<file path="config.mk">
export PLATFORM = sky130hd
export DESIGN_NAME = ace_rle_encoder
export DESIGN_NICKNAME = d
export VERILOG_FILES = /design/src/rtl/ace_rle_pkg.sv /design/src/rtl/ace_rle_encoder.sv
export SDC_FILE = /design/constraint.sdc
export NUM_CORES = 1
export LEC_CHECK = 0
export CAP_MARGIN = 10
export CORE_MARGIN = 8
export CORE_UTILIZATION = 34
export DETAILED_ROUTE_END_ITERATION = 12
export SETUP_SLACK_MARGIN = 0.5
export SYNTH_ARGS = -nofsm -noshare
export SYNTH_HDL_FRONTEND = slang
export SYNTH_SLANG_ARGS = --single-unit
</file>
<file path="constraint.sdc">
create_clock -name clk_sys -period 2.9 [get_ports clk_sys]
set_input_delay 0.58 -clock clk_sys [delete_from_list [all_inputs] [get_ports clk_sys]]
set_output_delay 0.58 -clock clk_sys [all_outputs]
set_load 0.02 [all_outputs]
</file>
<file path="src/rtl/ace_rle_pkg.sv">
// Shared constants and state encoding for the Jupiter Ace .ACE snapshot packer.
// The escape byte introduces either a run triple (ESC n v) or the stream end (ESC 00).
package ace_rle_pkg;

    localparam logic [7:0] ESC  = 8'hED;
    localparam logic [7:0] TERM = 8'h00;

    typedef enum logic [3:0] {
        ST_IDLE,
        ST_READ,
        ST_LATCH,
        ST_EMIT_LIT,
        ST_EMIT_ESC,
        ST_EMIT_CNT,
        ST_EMIT_VAL,
        ST_TERM_ESC,
        ST_TERM_ZERO
    } state_t;

    // A literal ESC byte must always travel inside a triple, or the loader would misparse it.
    function automatic logic needs_escape(input logic [7:0] val,
                                          input logic [7:0] n,
                                          input logic [7:0] min_run);
        return (n >= min_run) || (val == ESC);
    endfunction

endpackage

</file>
<file path="src/rtl/ace_rle_encoder.sv">
// Reads a block of Ace RAM and streams it out in .ACE run-length escape format,
// one byte per ready/valid handshake, closing the stream with ESC 00.
module ace_rle_encoder
    import ace_rle_pkg::*;
#(
    parameter logic [15:0] BASE_ADDR = 16'h2000,
    parameter int          MIN_RUN   = 4,
    parameter int          MAX_RUN   = 255
) (
    input  logic        clk_sys,
    input  logic        reset_n,
    input  logic        start,
    input  logic [15:0] len,
    output logic [15:0] mem_addr,
    output logic        mem_rd,
    input  logic [7:0]  mem_data,
    output logic [7:0]  out_data,
    output logic        out_valid,
    input  logic        out_ready,
    output logic        busy,
    output logic        done
);

    localparam logic [7:0] MIN_RUN_B = 8'(MIN_RUN);
    localparam logic [7:0] MAX_RUN_B = 8'(MAX_RUN);

    state_t      state;
    logic [7:0]  cur;
    logic [7:0]  nxt;
    logic [7:0]  run_cnt;
    logic [7:0]  lit_left;
    logic [15:0] remain;
    logic        pending;

    logic [7:0]  run_val;
    logic [7:0]  run_len;
    logic        run_break;
    logic        fire;
    logic        flush_end;

    // Decide what the freshly read byte does to the current run.
    always_comb begin
        run_val   = cur;
        run_len   = run_cnt;
        run_break = 1'b0;
        if (run_cnt == 8'd0) begin
            run_val = mem_data;
            run_len = 8'd1;
        end else if (mem_data == cur && run_cnt < MAX_RUN_B) begin
            run_len = run_cnt + 8'd1;
        end else begin
            run_break = 1'b1;
        end
    end

    assign fire      = out_valid & out_ready;
    assign flush_end = fire && ((state == ST_EMIT_LIT && lit_left == 8'd1) ||
                                state == ST_EMIT_VAL);

    always_ff @(posedge clk_sys or negedge reset_n) begin
        if (!reset_n) begin
            state     <= ST_IDLE;
            cur       <= 8'd0;
            nxt       <= 8'd0;
            run_cnt   <= 8'd0;
            lit_left  <= 8'd0;
            remain    <= 16'd0;
            pending   <= 1'b0;
            mem_addr  <= BASE_ADDR;
            mem_rd    <= 1'b0;
            out_data  <= 8'd0;
            out_valid <= 1'b0;
            busy      <= 1'b0;
            done      <= 1'b0;
        end else begin
            done <= 1'b0;
            case (state)
                ST_IDLE: begin
                    if (start && !busy) begin
                        remain   <= len;
                        mem_addr <= BASE_ADDR;
                        busy     <= 1'b1;
                        run_cnt  <= 8'd0;
                        pending  <= 1'b0;
                        if (len != 16'd0) begin
                            state  <= ST_READ;
                            mem_rd <= 1'b1;
                        end else begin
                            state     <= ST_TERM_ESC;
                            out_data  <= ESC;
                            out_valid <= 1'b1;
                        end
                    end
                end
                ST_READ: begin
                    mem_rd   <= 1'b0;
                    mem_addr <= mem_addr + 16'd1;
                    remain   <= remain - 16'd1;
                    state    <= ST_LATCH;
                end
                ST_LATCH: begin
                    cur     <= run_val;
                    run_cnt <= run_len;
                    if (run_break) begin
                        nxt     <= mem_data;
                        pending <= 1'b1;
                    end
                    if (!run_break && remain != 16'd0) begin
                        state  <= ST_READ;
                        mem_rd <= 1'b1;
                    end else begin
                        out_valid <= 1'b1;
                        if (needs_escape(run_val, run_len, MIN_RUN_B)) begin
                            state    <= ST_EMIT_ESC;
                            out_data <= ESC;
                        end else begin
                            state    <= ST_EMIT_LIT;
                            out_data <= run_val;
                            lit_left <= run_len;
                        end
                    end
                end
                ST_EMIT_LIT: begin
                    if (fire && lit_left != 8'd1)
                        lit_left <= lit_left - 8'd1;
                end
                ST_EMIT_ESC: begin
                    if (fire) begin
                        out_data <= run_cnt;
                        state    <= ST_EMIT_CNT;
                    end
                end
                ST_EMIT_CNT: begin
                    if (fire) begin
                        out_data <= cur;
                        state    <= ST_EMIT_VAL;
                    end
                end
                ST_EMIT_VAL: begin
                end
                ST_TERM_ESC: begin
                    if (fire) begin
                        out_data <= TERM;
                        state    <= ST_TERM_ZERO;
                    end
                end
                ST_TERM_ZERO: begin
                    if (fire) begin
                        out_valid <= 1'b0;
                        busy      <= 1'b0;
                        done      <= 1'b1;
                        state     <= ST_IDLE;
                    end
                end
                default: state <= ST_IDLE;
            endcase

            // A finished run either promotes the held-back byte to a new run or closes the stream.
            if (flush_end) begin
                if (pending) begin
                    pending <= 1'b0;
                    cur     <= nxt;
                    run_cnt <= 8'd1;
                    if (remain != 16'd0) begin
                        out_valid <= 1'b0;
                        state     <= ST_READ;
                        mem_rd    <= 1'b1;
                    end else if (needs_escape(nxt, 8'd1, MIN_RUN_B)) begin
                        state    <= ST_EMIT_ESC;
                        out_data <= ESC;
                    end else begin
                        state    <= ST_EMIT_LIT;
                        out_data <= nxt;
                        lit_left <= 8'd1;
                    end
                end else begin
                    state    <= ST_TERM_ESC;
                    out_data <= ESC;
                end
            end
        end
    end

endmodule
</file>
==> impl_metrics.toml, run 1 <==
[sta]
final_critical_path_setup_slack_ps = 177
crit_path_time_final_ps = 2720
final_min_period_over_clock_period_pct = 93.9
relSlewSlack_pct = 36.8
final_hold_viol_count = 0
totalNegativeSetupSlack_ps = 0
finClkSkew_ps = 13.4
final_max_slew_viols = 0
setup_viol = 0
setup_repair_after_global_routing_missed_its_margin = "true"
fmax_mhz = 367
whs_ps = 225
worstMarginPinSlew_ps = 941

[grt]
antenna_found_initial = 0
first_global_vias = 5551
grt_use_met2_pct = 30.2
globalRouteMet1Util_pct = 22.6
grt_max_degree = 44
first_pass_grt_wire_length_um = 28800
grt_use_met3_pct = 2.70
grt.overflow.total = 0
grt.busiest_layer = "met2"
track_usage_pct = 18.2

[critical_path]
critPathRequiredTime_ps = 3170
timing.critical_path.to_type = "flop"
crit_arrival_ps = 3000
critPathKind = "in2reg"
crit_path_max_fo = 6
startpoint_type = "input port"

[run]
drv.max_cap_violation_count = 0

[layout]
drive_gt1_share_pct = 24.6
layout.cell_area.non_filler_um2 = 7300
layout.filler_cells = 1442
total_number_of_nets_in_the_final_design = 784
antenna_cells_inserted = 0
area_growth_synth_to_finish_pct = 40.3

[die]
die_width_um = 140
core_um2 = 15100
boundaryPins = 56
initial_core_util_pct = 34.5
area_of_the_die_um2 = 19500
die_y_um = 140
rows = 45

[placed_design]
io_buffers = 55
routabilityCongestion = 0.892
detailedPlacementHpwl_um = 12800
preCtsSetupSlack_ps = -516
placed_area_um2 = 6440

[drt]
vias_per_cell = 5.96
post-route-drc-count = 0
dr_total_vias = 5620
finalWirelength_um = 18100
wire_per_inst_um = 19.2
detail-route-antenna-nets = 0
firstDrtPassIters = 5
drt-initial-drc-count = 427

[worst_hold_path]
min-delay-path-class = "in2async"

[yosys]
synthesis.instances = 622
post_synth_num_cell_types = 71
synth_top_cell_area_share_pct = 38.5
total_nets_after_synthesis = 656
ys_warn_count = 0
synth-seq-area-share_pct = 39.0
synth_async_sr_flop_share_pct = 100
mappedNetlistArea_um2 = 5200
top_cell_types_by_occurrence_after_synthesis = "nand2_1, dfrtp_1, nor2_1, o21ai_0, nand3_1"
synth.ff_latch_count = 81
synth.top_cells.by_area = "dfrtp_1, nand2_1, o21ai_0, nor2_1, nand3_1"
post-synth-top-area-cell = "dfrtp_1"
yosys_most_used_dff = "dfrtp_1"
synth_enable_flop_cells = 0
avgSynthCellArea_um2 = 8.37
most_instantiated_library_cell_after_synthesis = "nand2_1"

[clock_network]
cts-hold-fix-buffers = 0
worst_skew_pair.late_latency_ps = 360
cts_made_buffers = 9
htreeDepth = 3
cts_tree = "yes"
clkSinkCount = 81
clk_pin_slew_worst_paths_ps = 70
cts_max_path_buffers = 2
root_buffer_cell = "clkbuf_16"

[outcome]
outcome = "complete, no violations"

[power_and_ir_drop]
post-layout-total-power_uw = 7410
max_rail_drop_vdd_mv = 0.447
static-leakage-power_uw = 0.00301
p_per_area_nw_per_um2 = 1020
cells in the final DEF, fill, tap and decap left out, types with 8 or more instances in the layout:
master and n:
o211ai_1 8, buf_4 85, mux2_2 9, dfrtp_1 79, a21oi_1 29, clkdlybuf4s50_1 46
mux2i_1 14, nor4_1 12, or3_1 8, and3_1 8, nor2_1 50, nand3_1 34
o21ai_0 44, nand2_1 79, clkbuf_16 9, inv_1 14, nor3_1 24
through the flow:
stage          std cells  utilization (%)
2_1_floorplan        622                -
3_3_place_gp         900             42.7
3_5_place_dp         900             42.7
4_1_cts              937             46.8
5_1_grt              943             48.4
6_report             943             48.4
logic make-up (layout without fill, tap and decap cells):
group / count (synthesis) / in the layout / share of synthesized area [%]
AOI/OAI and AO/OA: 168 / 168 / 21.9
DFF: 81 / 81 / 39.0
and+or+nand+nor: 285 / 285 / 27.4
muxes: 23 / 23 / 4.64
adders and majority gates: 6 / 6 / 1.44
xor gates and xnor gates: 12 / 12 / 2.02
buffers and inverters: 47 / 180 / 3.58
layer usage:
layer / up-vias / wire length, um / share of wire (%)
met5: - / 0 / 0
met4: 0 / 595 / 3.3
met3: 55 / 979 / 5.4
met2: 219 / 8800 / 49
met1: 2749 / 7750 / 43
li1: 2597 / - / -
where the power goes:
| group | switching (uW) | internal [uW] |
|---|---|---|
| Clock | 500 | 695 |
| Combinational | 2200 | 1830 |
| Sequential | 570 | 1610 |
final timing paths:
check,startpoint,to,slack (ps),cells after the start
min,reset_n,remain[1],230,1
min reg2reg,mem_addr[15],mem_addr[15],500,1
min in group clk_sys,mem_addr[15],mem_addr[15],500,1
max,mem_data[0],state[0],180,9
max reg2reg,cur[3],state[0],180,8
max in group asynchronous,reset_n,mem_addr[13],1990,2
sequential cells by signal, summed over array words and instances, names as in the netlist:
| signal | cells |
|---|---|
| lit_left | 8 |
| remain | 16 |
| out_valid | 1 |
| pending | 1 |
| nxt | 8 |
| busy | 1 |
| cur | 8 |
| mem_addr | 16 |
| done | 1 |
| mem_rd | 1 |
| state | 4 |
| out_data | 8 |
| run_cnt | 8 |
critical path: stages:
cell	delay (ps)
clkdlybuf4s15_2	200
xnor2_2	160
nand4_1	170
nor4b_2	350
mux2_2	390
or4_4	590
buf_6	160
or2_4	220
a211oi_2	170
area by class of cell:
type,count,area [um2],share of cell area (%)
clock buffer,11,243,3.33
tap,188,235,3.22
multi-input combinational,494,3350,45.8
clock inverter,5,62.6,0.857
inverter,14,52.6,0.720
timing repair buffer,150,1330,18.2
sequential,81,2030,27.8
timing repair:
item / 4_1_cts / 5_1_grt
pin swaps: 28 / 19
setup endpoints to repair: 32 / 33
cloned: 0 / 0
gates resized for setup: 57 / 36
buffers inserted: 21 / 6
No activity file was read; power rests on OpenSTA's default activity.
==> run 2: changes to the inputs <==
Settings changed: CORE_MARGIN 8 to 5, SLEW_MARGIN set to 20.
==> run 2 against run 1 <==
Against the previous run: clock skew fell by 4.9 ps; largest power group unchanged; non-clock buffer count decreased by 8; worst hold slack worse by 21 ps; cell count decreased by 0.85%; worst setup slack better by 15 ps; final area down 1.1%; sequential power is essentially flat; highest routed layer unchanged; core utilization is 0.53 points lower.
==> impl_metrics.toml, run 2 (synthesis gave the netlist of run 1 again) <==
[outcome]
outcome = "complete, no violations"

[power_and_ir_drop]
register_share_of_total_power_pct = 28.9
p_per_area_nw_per_um2 = 1040
intPower_uw = 4210
static-leakage-power_uw = 0.00299
share_comb_of_total_power_pct = 53.7
max_rail_drop_vdd_mv = 0.507
clock_share_of_power_pct = 17.4
switching_share_pct = 43.9
netSwitchingPower_uw = 3300

[critical_path]
critPathRequiredTime_ps = 3140
crit_arrival_ps = 2950
startpoint_type = "flop"
timing.critical_path.to_type = "flop"
critPathKind = "reg2reg"
crit_path_max_fo = 5

[placed_design]
preCtsSetupSlack_ps = -512
detailedPlacementHpwl_um = 12500
io_buffers = 55
routabilityCongestion = 0.904
placed_cells = 898

[drt]
post-route-drc-count = 0
drt-initial-drc-count = 442
dr_total_vias = 5691
firstDrtPassIters = 5
vias_per_cell = 6.09
detail-route-antenna-nets = 0
wire_per_inst_um = 19.1
finalWirelength_um = 17900

[die]
core_um2 = 15100
initial_core_util_pct = 34.5
area_of_the_die_um2 = 17900
die_width_um = 134
die_y_um = 134
rows = 45
boundaryPins = 56

[sta]
setup_viol = 0
final_hold_viol_count = 0
fmax_mhz = 369
setup_repair_after_global_routing_missed_its_margin = "true"
whs_ps = 204
final_max_slew_viols = 0
finClkSkew_ps = 8.43
worstMarginPinSlew_ps = 574
final_min_period_over_clock_period_pct = 93.4
crit_path_time_final_ps = 2710
final_critical_path_setup_slack_ps = 192
relSlewSlack_pct = 61.8

[layout]
area_growth_synth_to_finish_pct = 38.7
antenna_cells_inserted = 0
drive_gt1_share_pct = 23.3
fin_cells = 935
mostFrequentLayoutCells = "buf_4, nand2_1, dfrtp_1, nor2_1, o21ai_0"
total_number_of_nets_in_the_final_design = 776
mostFrequentLayoutCell = "buf_4"
largest_registers = "mem_addr (16), remain (16)"

[grt]
first_pass_grt_wire_length_um = 28900
grt.overflow.total = 0
track_usage_pct = 20.0
first_global_vias = 5455
grt_max_degree = 42
antenna_found_initial = 0

[clock_network]
cts_tree = "yes"
cts_made_buffers = 9
cts_max_path_buffers = 2
clkSinkCount = 81
root_buffer_cell = "clkbuf_16"
htreeDepth = 3
cts-hold-fix-buffers = 0
clk_pin_slew_worst_paths_ps = 70
worst_skew_pair.late_latency_ps = 360

[run]
drv.max_cap_violation_count = 0

[worst_hold_path]
min-delay-path-class = "in2async"
## run 2: cell types whose count changed in the layout (fill, tap and decap cells not counted), moves of 2 or more
cell and delta:
dfrtp_2 +2, clkinvlp_4 -2, nor4b_2 -2, a41oi_2 -2, dfrtp_1 -2, o21ai_0 +3, inv_6 +3, buf_4 -4
buf_2 +3, a41oi_1 +2, clkdlybuf4s15_2 -2, o21ai_2 -2, nor4b_4 +2, buf_6 -5
## run 2: worst max-delay path: stages, from the launching register on
cell,delay (ps)
dfrtp_1,380
or3_4,390
or3_4,350
or4_4,590
buf_12,160
o21ai_4,80
nand2_2,170
nor3_4,230
buf_4,160
o22ai_1,60
## run 2: worst paths after layout
| kind | end | cells past startpoint | start | slack [ps] |
|---|---|---|---|---|
| worst min register to register | mem_addr[15] | 1 | mem_addr[15] | 500 |
| worst max-delay path | lit_left[2] | 9 | remain[7] | 190 |
| min in group clk_sys | mem_addr[15] | 1 | mem_addr[15] | 500 |
| worst min-delay path | remain[2] | 1 | reset_n | 200 |
| max in group asynchronous | mem_addr[13] | 2 | reset_n | 2010 |
| worst max register to register | lit_left[2] | 9 | remain[7] | 190 |
## run 2: area by class of cell
class                           count  area, um2
Fill cell                        1412       7870
Multi-Input combinational cell    494       3320
Sequential cell                    81       2030
Timing Repair Buffer              142       1250
Tap cell                          188        235
Clock buffer                        9        225
Clock inverter                      7        106
Inverter                           14       52.6
## run 2: per-stage QoR
step                setup TNS (ps)  total power, uW  utilization (%)  instance area, um2
finish                           0             7510             47.8                7220
global route                     0             7980             47.8                7220
CTS                              0             7270             46.5                7020
detailed placement           -7540             5740             42.6                6430
global placement             -5910             5630             42.6                6430
floorplan                        0             4310                -                5270
## run 2: per-layer routing
layer	share of wire, %	global-route usage, %
met1	43	26.2
met2	48	32.3
met3	6.3	4.12
met4	3.0	7.77
met5	0	0
## run 2: repair_timing
| action | CTS | global route |
|---|---|---|
| gates cloned | 0 | 0 |
| buffers inserted | 12 | 9 |
| gates resized for setup | 57 | 30 |
| setup endpoints to repair | 28 | 31 |
| pin swaps | 25 | 14 |
## run 2: power groups by stage
stage | clock, uW | sequential, uW | combinational (uW)
2_1_floorplan | 0 | 2240 | 2080
3_3_place_gp | 0 | 2140 | 3490
3_5_place_dp | 0 | 2160 | 3580
4_1_cts | 1320 | 2150 | 3810
5_1_grt | 1380 | 2230 | 4360
6_report | 1310 | 2170 | 4040
